[config.mk]
export PLATFORM = sky130hd
export DESIGN_NAME = xstream_port_flat
export DESIGN_NICKNAME = d
export VERILOG_FILES = /design/src/rtl/xstream_port_pkg.sv /design/src/rtl/xstream_port_if.sv /design/src/rtl/xstream_port_fifo.sv /design/src/rtl/xstream_port.sv /design/src/flat_wrapper.sv
export SDC_FILE = /design/constraint.sdc
export NUM_CORES = 1
export LEC_CHECK = 0
export BUFFER_PORTS_ARGS = -buffer_cell sky130_fd_sc_hd__buf_2
export CORE_MARGIN = 8
export CORE_UTILIZATION = 40
export CTS_BUF_LIST = sky130_fd_sc_hd__clkbuf_2 sky130_fd_sc_hd__clkbuf_4 sky130_fd_sc_hd__clkbuf_8
export DETAILED_ROUTE_END_ITERATION = 6
export PLACE_DENSITY = 0.56
export SYNTH_ARGS = -nofsm -noshare
export SYNTH_HDL_FRONTEND = slang
export SYNTH_HIERARCHICAL = 1
export SYNTH_SLANG_ARGS = --single-unit
[constraint.sdc]
create_clock -name clk -period 9.8 [get_ports clk]
set_input_delay 0.49 -clock clk [delete_from_list [all_inputs] [get_ports clk]]
set_output_delay 0.49 -clock clk [all_outputs]
set_load 0.005 [all_outputs]
[src/rtl/xstream_port_pkg.sv]
// Shared definitions for the stream port: register offsets, STATUS/CTRL bit
// positions and the STATUS word packer.
package xstream_port_pkg;

  typedef enum logic [1:0] {
    SP_DATA   = 2'd0,
    SP_STATUS = 2'd1,
    SP_CTRL   = 2'd2,
    SP_RSVD   = 2'd3
  } sp_addr_e;

  localparam int ST_TX_FULL  = 0;
  localparam int ST_TX_EMPTY = 1;
  localparam int ST_RX_FULL  = 2;
  localparam int ST_RX_EMPTY = 3;
  localparam int ST_TX_OVF   = 4;
  localparam int ST_RX_UDF   = 5;
  localparam int ST_TX_LVL   = 8;
  localparam int ST_RX_LVL   = 16;
  localparam int LVL_FIELD_W = 8;

  localparam int CTRL_TX_FLUSH = 0;
  localparam int CTRL_RX_FLUSH = 1;
  localparam int CTRL_CLR_FLAG = 2;

  function automatic logic [31:0] status_word(
    input logic tx_full, input logic tx_empty,
    input logic rx_full, input logic rx_empty,
    input logic tx_ovf,  input logic rx_udf,
    input logic [LVL_FIELD_W-1:0] tx_lvl,
    input logic [LVL_FIELD_W-1:0] rx_lvl
  );
    logic [31:0] w;
    w = '0;
    w[ST_TX_FULL]  = tx_full;
    w[ST_TX_EMPTY] = tx_empty;
    w[ST_RX_FULL]  = rx_full;
    w[ST_RX_EMPTY] = rx_empty;
    w[ST_TX_OVF]   = tx_ovf;
    w[ST_RX_UDF]   = rx_udf;
    w[ST_TX_LVL +: LVL_FIELD_W] = tx_lvl;
    w[ST_RX_LVL +: LVL_FIELD_W] = rx_lvl;
    return w;
  endfunction

endpackage

[src/rtl/xstream_port_if.sv]
// Controller bus plus TX/RX stream signals of the stream port.
interface xstream_port_if #(parameter int DATA_W = 32);
  logic              sel;
  logic              we;
  logic [1:0]        addr;
  logic [DATA_W-1:0] wdata;
  logic [DATA_W-1:0] rdata;
  logic              tx_valid;
  logic              tx_ready;
  logic [DATA_W-1:0] tx_data;
  logic              rx_valid;
  logic              rx_ready;
  logic [DATA_W-1:0] rx_data;

  modport slave (
    input  sel, we, addr, wdata, tx_ready, rx_valid, rx_data,
    output rdata, tx_valid, tx_data, rx_ready
  );

  modport master (
    output sel, we, addr, wdata, tx_ready, rx_valid, rx_data,
    input  rdata, tx_valid, tx_data, rx_ready
  );
endinterface

[src/rtl/xstream_port_fifo.sv]
// Single-clock FIFO with combinational head. Push to full / pop from empty are
// ignored; flush overrides both and restarts the pointers.
module xfifo_sync #(
  parameter int DATA_W     = 32,
  parameter int DEPTH_LOG2 = 3
) (
  input  logic                  clk,
  input  logic                  rst,
  input  logic                  push,
  input  logic                  pop,
  input  logic                  flush,
  input  logic [DATA_W-1:0]     din,
  output logic [DATA_W-1:0]     head,
  output logic                  full,
  output logic                  empty,
  output logic [DEPTH_LOG2:0]   level
);
  localparam int DEPTH = 1 << DEPTH_LOG2;
  localparam int LVL_W = DEPTH_LOG2 + 1;

  logic [DATA_W-1:0]     mem_q [DEPTH];
  logic [DEPTH_LOG2-1:0] wr_ptr_q, wr_ptr_d, rd_ptr_q, rd_ptr_d;
  logic [LVL_W-1:0]      level_q, level_d;
  logic                  push_ok, pop_ok;

  assign full  = (level_q == LVL_W'(DEPTH));
  assign empty = (level_q == '0);
  assign level = level_q;
  assign head  = mem_q[rd_ptr_q];

  always_comb begin
    push_ok  = push & ~full;
    pop_ok   = pop & ~empty;
    wr_ptr_d = wr_ptr_q;
    rd_ptr_d = rd_ptr_q;
    level_d  = level_q + LVL_W'(push_ok) - LVL_W'(pop_ok);
    if (push_ok) wr_ptr_d = wr_ptr_q + 1'b1;
    if (pop_ok)  rd_ptr_d = rd_ptr_q + 1'b1;
    if (flush) begin
      wr_ptr_d = '0;
      rd_ptr_d = '0;
      level_d  = '0;
    end
  end

  always_ff @(posedge clk) begin
    if (rst) begin
      wr_ptr_q <= '0;
      rd_ptr_q <= '0;
      level_q  <= '0;
    end else begin
      wr_ptr_q <= wr_ptr_d;
      rd_ptr_q <= rd_ptr_d;
      level_q  <= level_d;
    end
  end

  // Storage has no reset; validity is tracked by the pointers alone.
  always_ff @(posedge clk) begin
    if (push_ok && !flush && !rst) mem_q[wr_ptr_q] <= din;
  end

endmodule

[src/rtl/xstream_port.sv]
// Memory-mapped stream port: CPU-filled TX FIFO draining to a valid/ready
// stream, stream-filled RX FIFO drained by CPU reads of DATA.
module xstream_port
  import xstream_port_pkg::*;
#(
  parameter int DATA_W     = 32,
  parameter int DEPTH_LOG2 = 3
) (
  input logic           clk,
  input logic           rst,
  xstream_port_if.slave bus
);
  logic              cpu_wr, cpu_rd;
  sp_addr_e          offs;
  logic              tx_push, tx_pop, tx_flush, tx_full, tx_empty;
  logic              rx_push, rx_pop, rx_flush, rx_full, rx_empty;
  logic [DATA_W-1:0] tx_head, rx_head;
  logic [DEPTH_LOG2:0] tx_level, rx_level;
  logic              ctrl_wr, clr_flags;
  logic              tx_ovf_q, tx_ovf_d, rx_udf_q, rx_udf_d;
  logic [31:0]       status;

  assign offs     = sp_addr_e'(bus.addr);
  assign cpu_wr   = bus.sel & bus.we;
  assign cpu_rd   = bus.sel & ~bus.we;
  assign ctrl_wr  = cpu_wr && (offs == SP_CTRL);

  assign tx_push   = cpu_wr && (offs == SP_DATA);
  assign tx_pop    = bus.tx_valid & bus.tx_ready;
  assign tx_flush  = ctrl_wr & bus.wdata[CTRL_TX_FLUSH];
  assign rx_push   = bus.rx_valid & bus.rx_ready;
  assign rx_pop    = cpu_rd && (offs == SP_DATA);
  assign rx_flush  = ctrl_wr & bus.wdata[CTRL_RX_FLUSH];
  assign clr_flags = ctrl_wr & bus.wdata[CTRL_CLR_FLAG];

  // Gating with rst keeps any handshake from completing in a reset cycle.
  assign bus.tx_valid = ~tx_empty & ~rst;
  assign bus.tx_data  = tx_head;
  assign bus.rx_ready = ~rx_full & ~rst;

  xfifo_sync #(.DATA_W(DATA_W), .DEPTH_LOG2(DEPTH_LOG2)) u_tx_fifo (
    .clk(clk), .rst(rst), .push(tx_push), .pop(tx_pop), .flush(tx_flush),
    .din(bus.wdata), .head(tx_head), .full(tx_full), .empty(tx_empty),
    .level(tx_level)
  );

  xfifo_sync #(.DATA_W(DATA_W), .DEPTH_LOG2(DEPTH_LOG2)) u_rx_fifo (
    .clk(clk), .rst(rst), .push(rx_push), .pop(rx_pop), .flush(rx_flush),
    .din(bus.rx_data), .head(rx_head), .full(rx_full), .empty(rx_empty),
    .level(rx_level)
  );

  // A new event in the same cycle as a clear must leave the flag set.
  always_comb begin
    tx_ovf_d = tx_ovf_q;
    rx_udf_d = rx_udf_q;
    if (clr_flags) begin
      tx_ovf_d = 1'b0;
      rx_udf_d = 1'b0;
    end
    if (tx_push && tx_full)  tx_ovf_d = 1'b1;
    if (rx_pop  && rx_empty) rx_udf_d = 1'b1;
  end

  always_ff @(posedge clk) begin
    if (rst) begin
      tx_ovf_q <= 1'b0;
      rx_udf_q <= 1'b0;
    end else begin
      tx_ovf_q <= tx_ovf_d;
      rx_udf_q <= rx_udf_d;
    end
  end

  assign status = status_word(tx_full, tx_empty, rx_full, rx_empty,
                              tx_ovf_q, rx_udf_q,
                              LVL_FIELD_W'(tx_level), LVL_FIELD_W'(rx_level));

  always_comb begin
    bus.rdata = '0;
    case (offs)
      SP_DATA:   bus.rdata = rx_empty ? '0 : rx_head;
      SP_STATUS: bus.rdata = DATA_W'(status);
      default:   bus.rdata = '0;
    endcase
  end

endmodule

[src/flat_wrapper.sv]
// flat-port wrapper written by rule: the top's interface ports become plain ports
module xstream_port_flat import xstream_port_pkg::*;
#(
  parameter int DATA_W     = 32,
  parameter int DEPTH_LOG2 = 3
)
  (clk, rst, bus_sel, bus_we, bus_addr, bus_wdata, bus_tx_ready, bus_rx_valid, bus_rx_data, bus_rdata, bus_tx_valid, bus_tx_data, bus_rx_ready);
  xstream_port_if #(.DATA_W(DATA_W)) bus_i ();
  input logic clk;
  input logic rst;
  input wire logic [$bits(bus_i.sel)-1:0] bus_sel;
  input wire logic [$bits(bus_i.we)-1:0] bus_we;
  input wire logic [$bits(bus_i.addr)-1:0] bus_addr;
  input wire logic [$bits(bus_i.wdata)-1:0] bus_wdata;
  input wire logic [$bits(bus_i.tx_ready)-1:0] bus_tx_ready;
  input wire logic [$bits(bus_i.rx_valid)-1:0] bus_rx_valid;
  input wire logic [$bits(bus_i.rx_data)-1:0] bus_rx_data;
  output wire logic [$bits(bus_i.rdata)-1:0] bus_rdata;
  output wire logic [$bits(bus_i.tx_valid)-1:0] bus_tx_valid;
  output wire logic [$bits(bus_i.tx_data)-1:0] bus_tx_data;
  output wire logic [$bits(bus_i.rx_ready)-1:0] bus_rx_ready;
  assign bus_i.sel = bus_sel;
  assign bus_i.we = bus_we;
  assign bus_i.addr = bus_addr;
  assign bus_i.wdata = bus_wdata;
  assign bus_i.tx_ready = bus_tx_ready;
  assign bus_i.rx_valid = bus_rx_valid;
  assign bus_i.rx_data = bus_rx_data;
  assign bus_rdata = bus_i.rdata;
  assign bus_tx_valid = bus_i.tx_valid;
  assign bus_tx_data = bus_i.tx_data;
  assign bus_rx_ready = bus_i.rx_ready;
  xstream_port #(.DATA_W(DATA_W), .DEPTH_LOG2(DEPTH_LOG2)) u_core (.clk(clk), .rst(rst), .bus(bus_i));
endmodule
## Word-level counts from Yosys, hierarchy flattened

Memories as Yosys holds them, arrays and structs flattened. A register that Yosys moved wholly into a read port is not among the register bits.
Cells that the tools add are included.

| storage, ports and cells | value |
|---|---|
| memories | 2 |
| word-level logic and storage cells | 73 |
| ROM bits | 0 |
| bits of input ports | 72 |
| output and inout port bits | 66 |
| register bits after elaboration | 22 |
| latch bits | 0 |
| bits in writable memories | 512 |

| cells by class | value |
|---|---|
| add/sub/neg operators | 8 |
| multiply operators | 0 |
| equal/unequal tests | 4 |
| div/mod/pow operators | 0 |
| order comparisons | 0 |
| reductions and logical operators | 19 |
| shift operators | 0 |
| bitwise gates (word level) | 19 |
| multiplexer cells | 13 |

Memories:

| name | words | width | rd ports | clocked after memory_dff | write ports | line | RTL |
|---|---|---|---|---|---|---|---|
| u_core.u_rx_fifo.mem_q | 8 | 32 | 1 | 1 | 1 | xstream_port_fifo.sv:21 | `logic [DATA_W-1:0] mem_q [DEPTH];` |
| u_core.u_tx_fifo.mem_q | 8 | 32 | 1 | 1 | 1 | xstream_port_fifo.sv:21 |  |

Operators by type and width:

| kind | count |
|---|---|
| $pmux W32 S2 | 1 |
| $mux W32 | 1 |
| $and A1 B1 Y1 | 13 |
| $add A3 B1 Y3 const B | 4 |
| $mux W3 | 4 |
| $logic_and A1 B1 Y1 | 9 |
| $add A4 B1 Y4 | 2 |
| $eq A4 B4 Y1 const B | 2 |
| $logic_not A4 Y1 | 2 |
| $sub A4 B1 Y4 | 2 |
| $mux W1 | 7 |
| $not A1 Y1 | 6 |
| $reduce_bool A2 Y1 | 2 |
| $reduce_or A2 Y1 | 2 |
| $logic_not A1 Y1 | 3 |
| $eq A2 B1 Y1 const B | 1 |
| $eq A2 B2 Y1 const B | 1 |
| $logic_not A2 Y1 | 1 |

## Depth between registers and ports, before layout

Gate-level depths: netlist of the first run.

| depth | value |
|---|---|
| word-level depth | 9 |
| gate-level depth with buffers | 13 |
| mapped depth without buffers | 13 |

## Modules after synthesis

Netlist of the first run, hierarchy kept.

By module, submodules not included:

| module | sequential area each (um^2) | area each (um^2) | cells each | times used |
|---|---|---|---|---|
| xfifo_sync | 7947.6 | 10470.0 | 455 | 2 |
| xstream_port | 40.0 | 462.9 | 60 | 1 |

## Worst setup path before layout of the first run

No wires, ideal clock.

| path | value |
|---|---|
| kind | register to register |
| from | reg u_core.u_rx_fifo.level_q[2] (netlist: u_core/u_rx_fifo/level[2]) |
| to | mem u_core.u_rx_fifo.mem_q[5][0] (enable) |
| path buffers | 0 |
| stages on the path, launching flop included | 9 |
| data required time | 9.299 ns |
| slack | 4.772 ns |
| clock period less this slack | 5.028 ns |
| arrival time | 4.527 ns |
| setup time | 0.501 ns |
| cell sequence | dfxtp_1 inv_1 ha_1 or3b_2 inv_1 nor2_1 and2_1 nand2_1 nor4_1 |

| on the way | value |
|---|---|
| cells in the longest elaborated chain, start to end | 9 |

RTL lines:

| element | line | RTL |
|---|---|---|
| start: declaration | xstream_port_fifo.sv:23 | `logic [LVL_W-1:0] level_q, level_d;` |
| start signal: assignment | xstream_port_fifo.sv:54 | `level_q <= level_d;` |
| $eq A4 B4 Y1 | xstream_port_fifo.sv:26 | `assign full = (level_q == LVL_W'(DEPTH));` |
| named net u_core.rx_full | xstream_port.sv:16 | `logic rx_push, rx_pop, rx_flush, rx_full, rx_empty;` |
| $not A1 Y1 | xstream_port.sv:39 | `assign bus.rx_ready = ~rx_full & ~rst;` |
| $and A1 B1 Y1 | xstream_port.sv:39 |  |
| named net bus_rx_ready | flat_wrapper.sv:21 | `output wire logic [$bits(bus_i.rx_ready)-1:0] bus_rx_ready;` |
| $and A1 B1 Y1 | xstream_port.sv:31 | `assign rx_push = bus.rx_valid & bus.rx_ready;` |
| named net u_core.rx_push | xstream_port.sv:16 |  |
| $and A1 B1 Y1 | xstream_port_fifo.sv:32 | `push_ok = push & ~full;` |
| $logic_and A1 B1 Y1 (2 in a row) | xstream_port_fifo.sv:60 | `if (push_ok && !flush && !rst) mem_q[wr_ptr_q] <= din;` |
| $mux W1 | xstream_port_fifo.sv:60 |  |
| $mux W1 (not written as such) | xstream_port_fifo.sv:60 |  |
| end: declaration | xstream_port_fifo.sv:21 |  |

The timed path passes the listed nets, and every way through them passes these cells.

==> results of run 1 <==
## synthesized netlist by cell type
master	instances	share of area
nor3_4	1	0.00076
dfxtp_1	28	0.026
buf_1	7	0.0012
nand2_1	20	0.0035
and4b_2	1	0.00053
fa_1	2	0.0019
or2_2	2	0.00058
nor2_1	13	0.0023
inv_1	17	0.0030
mux4_2	48	0.051
a22o_1	13	0.0053
nand4b_1	1	0.00041
or3_1	10	0.0029
and4bb_2	1	0.00058
xor2_1	4	0.0016
a21o_1	2	0.00070
ha_1	14	0.0082
and2_1	24	0.0070
nor3_1	4	0.00094
nor4b_2	1	0.00070
o21ai_0	14	0.0033
a21oi_1	25	0.0058
mux2i_1	2	0.00094
mux4_1	80	0.098
edfxtp_1	512	0.72
mux2_2	64	0.034
buf_6	17	0.0089
nor2b_4	1	0.00064
buf_2	15	0.0035
clkbuf_1	5	0.00088
nor4_1	4	0.0012
nand4_1	2	0.00058
or3b_2	4	0.0016
nor3b_1	4	0.0014
nand3_1	6	0.0014
or4_1	2	0.00070
## final timing paths
path / from / to / slack, ps / cells past startpoint
hold / removal: bus_rx_data[6] / u_core/u_rx_fifo/mem_q[2][6]$_DFFE_PP_ / 100 / 1
setup reg to reg: u_core/u_rx_fifo/level[2]$_SDFF_PP0_ / u_core/u_rx_fifo/mem_q[3][27]$_DFFE_PP_ / 6420 / 10
hold reg to reg: u_core/tx_ovf_q$_SDFFE_PP0P_ / u_core/tx_ovf_q$_SDFFE_PP0P_ / 500 / 2
setup / recovery: flip-flop / bus_rdata[19] / 5990 / 5
## flip-flops by register name (all words and copies together) (netlist names), named ones only
register                   flops
u_core/u_tx_fifo/level         4
u_core/rx_udf_q                1
u_core/u_rx_fifo/mem_q       256
u_core/u_tx_fifo/wr_ptr_q      3
u_core/u_rx_fifo/level         4
u_core/tx_ovf_q                1
u_core/u_rx_fifo/rd_ptr_q      3
u_core/u_tx_fifo/rd_ptr_q      3
u_core/u_tx_fifo/mem_q       256
u_core/u_rx_fifo/wr_ptr_q      3
## power by group through the flow
stage               Clock [mW]  Sequential (mW)  Combinational, mW
global route              2.07             2.57              0.286
detailed placement           0             2.62              0.258
CTS                       1.97             2.57              0.260
finish                    1.91             2.57              0.254
floorplan                    0             2.61              0.144
global placement             0             2.62              0.256
## cell type report
cell class / count / area (um^2) / area share
Antenna cell: 3 / 7.51 / 0.000304
Clock buffer: 126 / 1530 / 0.0619
Clock inverter: 31 / 204 / 0.00827
Inverter: 17 / 63.8 / 0.00259
Multi-Input combinational cell: 369 / 5190 / 0.210
Sequential cell: 540 / 15900 / 0.646
Tap cell: 688 / 861 / 0.0349
Timing Repair Buffer: 162 / 873 / 0.0354
## cells in the final DEF, fill, tap and decap left out, types with 5 or more instances in the layout
master,Yosys,routed
a21oi_1,25,25
a22o_1,13,13
and2_1,24,24
buf_2,15,137
buf_4,0,25
clkbuf_4,0,33
clkbuf_8,0,93
clkinv_1,0,19
clkinv_2,0,5
dfxtp_1,28,22
edfxtp_1,512,512
ha_1,14,14
inv_1,17,17
mux2_2,64,64
mux4_1,80,80
mux4_2,48,48
nand2_1,20,20
nand3_1,6,6
nor2_1,13,9
o21ai_0,14,14
or3_1,10,10
## kinds of logic after synthesis
group | synth area share
flip-flops | 0.745
XOR/XNOR | 0.00164
AO/OA/AOI/OAI | 0.0151
buffers and inverters | 0.0175
AND/OR/NAND/NOR | 0.0278
adder cells (fa/ha/maj) | 0.0101
multiplexers | 0.183
## per-stage QoR
stage / cells / util / setup slack, ps / hold slack (ps) / area [um^2]
finish: 1936 / 0.468 / 5990 / 103 / 24700
global route: 1933 / 0.467 / 5740 / 46.9 / 24700
global placement: 1776 / 0.435 / 6310 / 490 / 22900
floorplan: 970 / - / 4770 / 447 / 21400
detailed placement: 1776 / 0.435 / 6230 / 489 / 22900
CTS: 1933 / 0.467 / 5790 / 22.9 / 24700
## layer usage
| metal | GRT usage | up-vias | share of wire |
|---|---|---|---|
| li1 | - | 4537 | - |
| met1 | 0.182 | 5302 | 0.42 |
| met2 | 0.250 | 241 | 0.51 |
| met3 | 0.0396 | 66 | 0.055 |
| met4 | 0.0390 | 2 | 0.015 |
| met5 | 0 | - | 0.00027 |
==> impl_results.md, run 1 <==
* Result of the run: finished, final reports clean
* Maximum frequency from static timing analysis at 263 MHz
* Final routed DRC violation total at 0
* Width of the chip at 247 um
* Clock slew seen by the registers of the worst setup and hold paths at 60 ps
* Number of nets in the layout at 1,266
* Startpoint type of the worst setup path: flip-flop
* Synthesized Nets at 1,058
* Power dissipated by switching net loads at 1.02 mW
* Die boundary height at 247 um
* Clock tree from TritonCTS: done
* Routed wirelength normalized by instance count at 22.7 um
* Final Max Tran Viols at 0
* Area of the mapped netlist at 21,400 um^2
* Worst IR Drop VDD at 0.145 mV
* Per-cell via count in the routed design at 5.24
* Final-layout fill cell count at 4,436
* Avg Cell Area, Syn at 22.1 um^2
* Number of gates resized after CTS at 0
* Clock group share of total power at 0.403
* Antenna violations before repair at 4
* Hold Violations, Final at 0
* Detailed placement HPWL at 24.9 mm
* Post-cts hold buffer count at 0
* Clock Sink Count at 540
* Wire length after detailed routing at 43.9 mm
* Comb power frac at 0.054
* Clk buf depth at 3
* Net Sw Frac at 0.216
* Initial drt markers at 578
* Wire length of the first global-routing pass at 67.1 mm
* Max FO, Critical Path at 42
* Critical path's largest stage delay at 720 ps
* Fin crit period at 3810 ps
* TNS Setup at 0 ps
* Number of register bits inferred by synthesis at 540
* CP Buf/Inv Count at 2
* Leakage dissipation at 8.08 nW
* Setup repair bufs after CTS at 0
* Synth unique cells at 36
* Die outline area at 61,200 um^2
* Global route total overflow at 0
* CP cell instances: buf_4, mux4_1, mux2_2, a22o_1, buf_2
* DR pass1 iterations at 5
* Sequential element share of the synthesized area at 0.745
* Worst Path Class, Setup: flip-flop to primary output
* Period Utilization, post-route at 0.389
* Setup repair after global routing missed its margin: no
* Initial cell density of the core at 0.406
* Syn Inst Count at 970
* Power per standard cell area at 192 nW/um^2
* Overall power consumption at 4.73 mW
* Std-Cell Core Area at 52,800 um^2
* Latest clock arrival within the worst-skew pair at 650 ps
* Maximum clock skew at final layout at 29.1 ps
* Worst Max-Slew Pin Slew at 1060 ps
* Final Wtd Congestion at 0.731
* Arrival time at the worst endpoint at 3320 ps
* Kind of end point of the critical path: primary output
* Slew margin rel. at 0.293
* Synth warnings at 6
* Type of the most critical hold path: input port to flip-flop
* Antenna viol nets, final at 0
* Number of clock buffers inserted by TritonCTS at 88
* Power Internal at 3.71 mW
* Final Setup Violations at 0
* Cell Rows at 84
* Quantity of I/O buffers inserted on ports at 137
* Via count at 10,100
* GR Util All Layers at 0.146
* Largest net degree at the start of global routing at 65
* Number of global-route vias before repair at 11,000
* Maximum level of the CTS H-tree at 3
* Area Growth Syn to Fin at 15.3%
* Clk Tree Root Cell: clkbuf_8
* Crit-path leading delay family: multiplexers
* Fraction of final layout cells with drive strength greater than 1 at 0.357
* Max-capacitance violation count at 0
* Count of boundary I/O pins at 138
* Part of the power in registers at 0.544
* CP required at 9310 ps
* Critical Path Slowest Stage Cell: buf_4
(Power assumes the default switching activity.)
==> inputs of run 2 (changes only) <==
clock period = 3.7 ns   (was 9.8 ns; I/O delays follow)
==> impl_results.md, run 2 (synthesis results as in run 1) <==
* Maximum frequency from static timing analysis at 317 MHz
* Routed wirelength normalized by instance count at 22.4 um
* Worst Path Class, Setup: flip-flop to primary output
* Final Setup Violations at 0
* Max-capacitance violation count at 0
* Count of boundary I/O pins at 138
* Global route total overflow at 0
* Clk buf depth at 3
* Latest clock arrival within the worst-skew pair at 640 ps
* Area Growth Syn to Fin at 19.4%
* Per-cell via count in the routed design at 5.16
* Cell Rows at 84
* Period Utilization, post-route at 0.853
* Final standard cell area without fillers at 25,600 um^2
* Maximum clock skew at final layout at 19.2 ps
* Most used cells in the layout excluding fill and tap cells: edfxtp_1, buf_2, clkbuf_8
* Number of gates resized after CTS at 0
* Power Internal at 9.78 mW
* Number of nets in the layout at 1,343
* Maximum level of the CTS H-tree at 3
* Via count at 10,400
* Clock group share of total power at 0.396
* Instance count after placement with tap cells included at 1,783
* Clk Tree Root Cell: clkbuf_8
* Detailed placement HPWL at 26.3 mm
* Wire length after detailed routing at 45.2 mm
* Arrival time at the worst endpoint at 2970 ps
* Power per standard cell area at 489 nW/um^2
* Setup repair after global routing missed its margin: no
* Final routed DRC violation total at 0
* Kind of end point of the critical path: primary output
* Biggest registers after layout: u_core/u_rx_fifo/mem_q: 256 flops, u_core/u_tx_fifo/mem_q: 256 flops
* Most common library cell in the layout ignoring fill and taps: edfxtp_1
* Initial cell density of the core at 0.406
* Antenna viol nets, final at 0
* Comb power frac at 0.059
* Non-filler instance count after layout at 2,014
* Critical Path Slowest Stage Cell: dfxtp_4
* Worst Max-Slew Pin Slew at 1100 ps
* Std-Cell Core Area at 52,800 um^2
* Leakage dissipation at 8.40 nW
* Type of the most critical hold path: input port to flip-flop
* CP Buf/Inv Count at 2
* Worst Hold Slack at 73.8 ps
* Slew margin rel. at 0.266
* Critical path's largest stage delay at 740 ps
* Largest net degree at the start of global routing at 37
* Startpoint type of the worst setup path: flip-flop
* Clock slew seen by the registers of the worst setup and hold paths at 60 ps
* Worst IR Drop VDD at 0.447 mV
* Wire length of the first global-routing pass at 68.4 mm
* GR Util All Layers at 0.149
* DR pass1 iterations at 4
* Clock tree from TritonCTS: done
* Final Wtd Congestion at 0.751
* Width of the chip at 247 um
* Number of clock buffers inserted by TritonCTS at 89
* Die outline area at 61,200 um^2
* Final-layout fill cell count at 4,440
* Antenna violations before repair at 3
* Clock Sink Count at 540
* CP required at 3510 ps
* Initial drt markers at 631
* Placed Instance Area at 23,200 um^2
* Fin crit period at 3160 ps
* Quantity of I/O buffers inserted on ports at 137
* Final Max Tran Viols at 0
* Result of the run: finished, final reports clean
* Net Sw Frac at 0.218
* Power dissipated by switching net loads at 2.72 mW
* Worst Setup Slack, final at 545 ps
* Fraction of final layout cells with drive strength greater than 1 at 0.341
* CP cell instances: buf_4, mux4_1, mux2_2, and2_1, buf_2
* Number of global-route vias before repair at 11,200
* Part of the power in registers at 0.545
* Crit-path leading delay family: multiplexers
* Hold Violations, Final at 0
* Minimum setup slack after placement at 598 ps
* Max FO, Critical Path at 32
* Die boundary height at 247 um
[run 2: changes by cell type in the layout (fill, tap and decap cells not counted), moves of 5 or more]
cell / previous run / this run
dlygate4sd3_1: 0 / 69
clkinv_2: 5 / 13
buf_12: 0 / 8
clkbuf_4: 33 / 28
[run 2: area by class of cell]
type | count | area (um^2) | area share
diodes | 2 | 5.00 | 0.000196
clock buffers | 119 | 1460 | 0.0572
clock inverters | 41 | 234 | 0.00915
inverters | 17 | 63.8 | 0.00250
multi-input cells | 369 | 5270 | 0.206
flip-flops and latches | 540 | 15900 | 0.624
well taps | 688 | 861 | 0.0337
repair buffers | 238 | 1720 | 0.0672
[run 2: routing by layer]
metal	up-vias	track usage	part of all wire
met4	2	0.0430	0.019
met5	-	0	0.00029
met2	235	0.253	0.50
met3	75	0.0379	0.049
li1	4701	-	-
met1	5372	0.190	0.43
[run 2: final timing paths]
path,start,to,slack (ps),cells past startpoint
hold / removal,bus_rx_valid,u_core/u_rx_fifo/wr_ptr_q[1]$_SDFFE_PP0P_,70,4
hold reg to reg,u_core/tx_ovf_q$_SDFFE_PP0P_,u_core/tx_ovf_q$_SDFFE_PP0P_,500,2
setup reg to reg,u_core/u_rx_fifo/level[2]$_SDFF_PP0_,u_core/u_rx_fifo/mem_q[1][3]$_DFFE_PP_,570,10
setup / recovery,flip-flop,bus_rdata[21],540,5
[run 2: repair_timing]
item                                    CTS  global route
endpoints found under the setup margin    0             0
hold buffers                             69             0
setup buffers                             0             0
endpoints found under the hold margin   520             0
[run 2: power by group through the flow]
| stage | clock, mW | combinational [mW] | sequential [mW] |
|---|---|---|---|
| global placement | 0 | 0.688 | 6.93 |
| detailed placement | 0 | 0.688 | 6.94 |
| global route | 5.38 | 0.831 | 6.82 |
| CTS | 5.12 | 0.757 | 6.81 |
| finish | 4.95 | 0.740 | 6.81 |
| floorplan | 0 | 0.385 | 6.91 |
[run 2: through the flow]
stage / total power, mW / TNS, ps / utilization
2_1_floorplan: 7.29 / -172 / -
3_3_place_gp: 7.62 / 0 / 0.439
3_5_place_dp: 7.63 / 0 / 0.439
4_1_cts: 12.7 / 0 / 0.484
5_1_grt: 13.0 / 0 / 0.484
6_report: 12.5 / 0 / 0.484
[run 2: worst min-delay path: stages]
cell and delay, ps:
buf_2 110, and2_1 190, nand3_1 110, a21oi_1 60
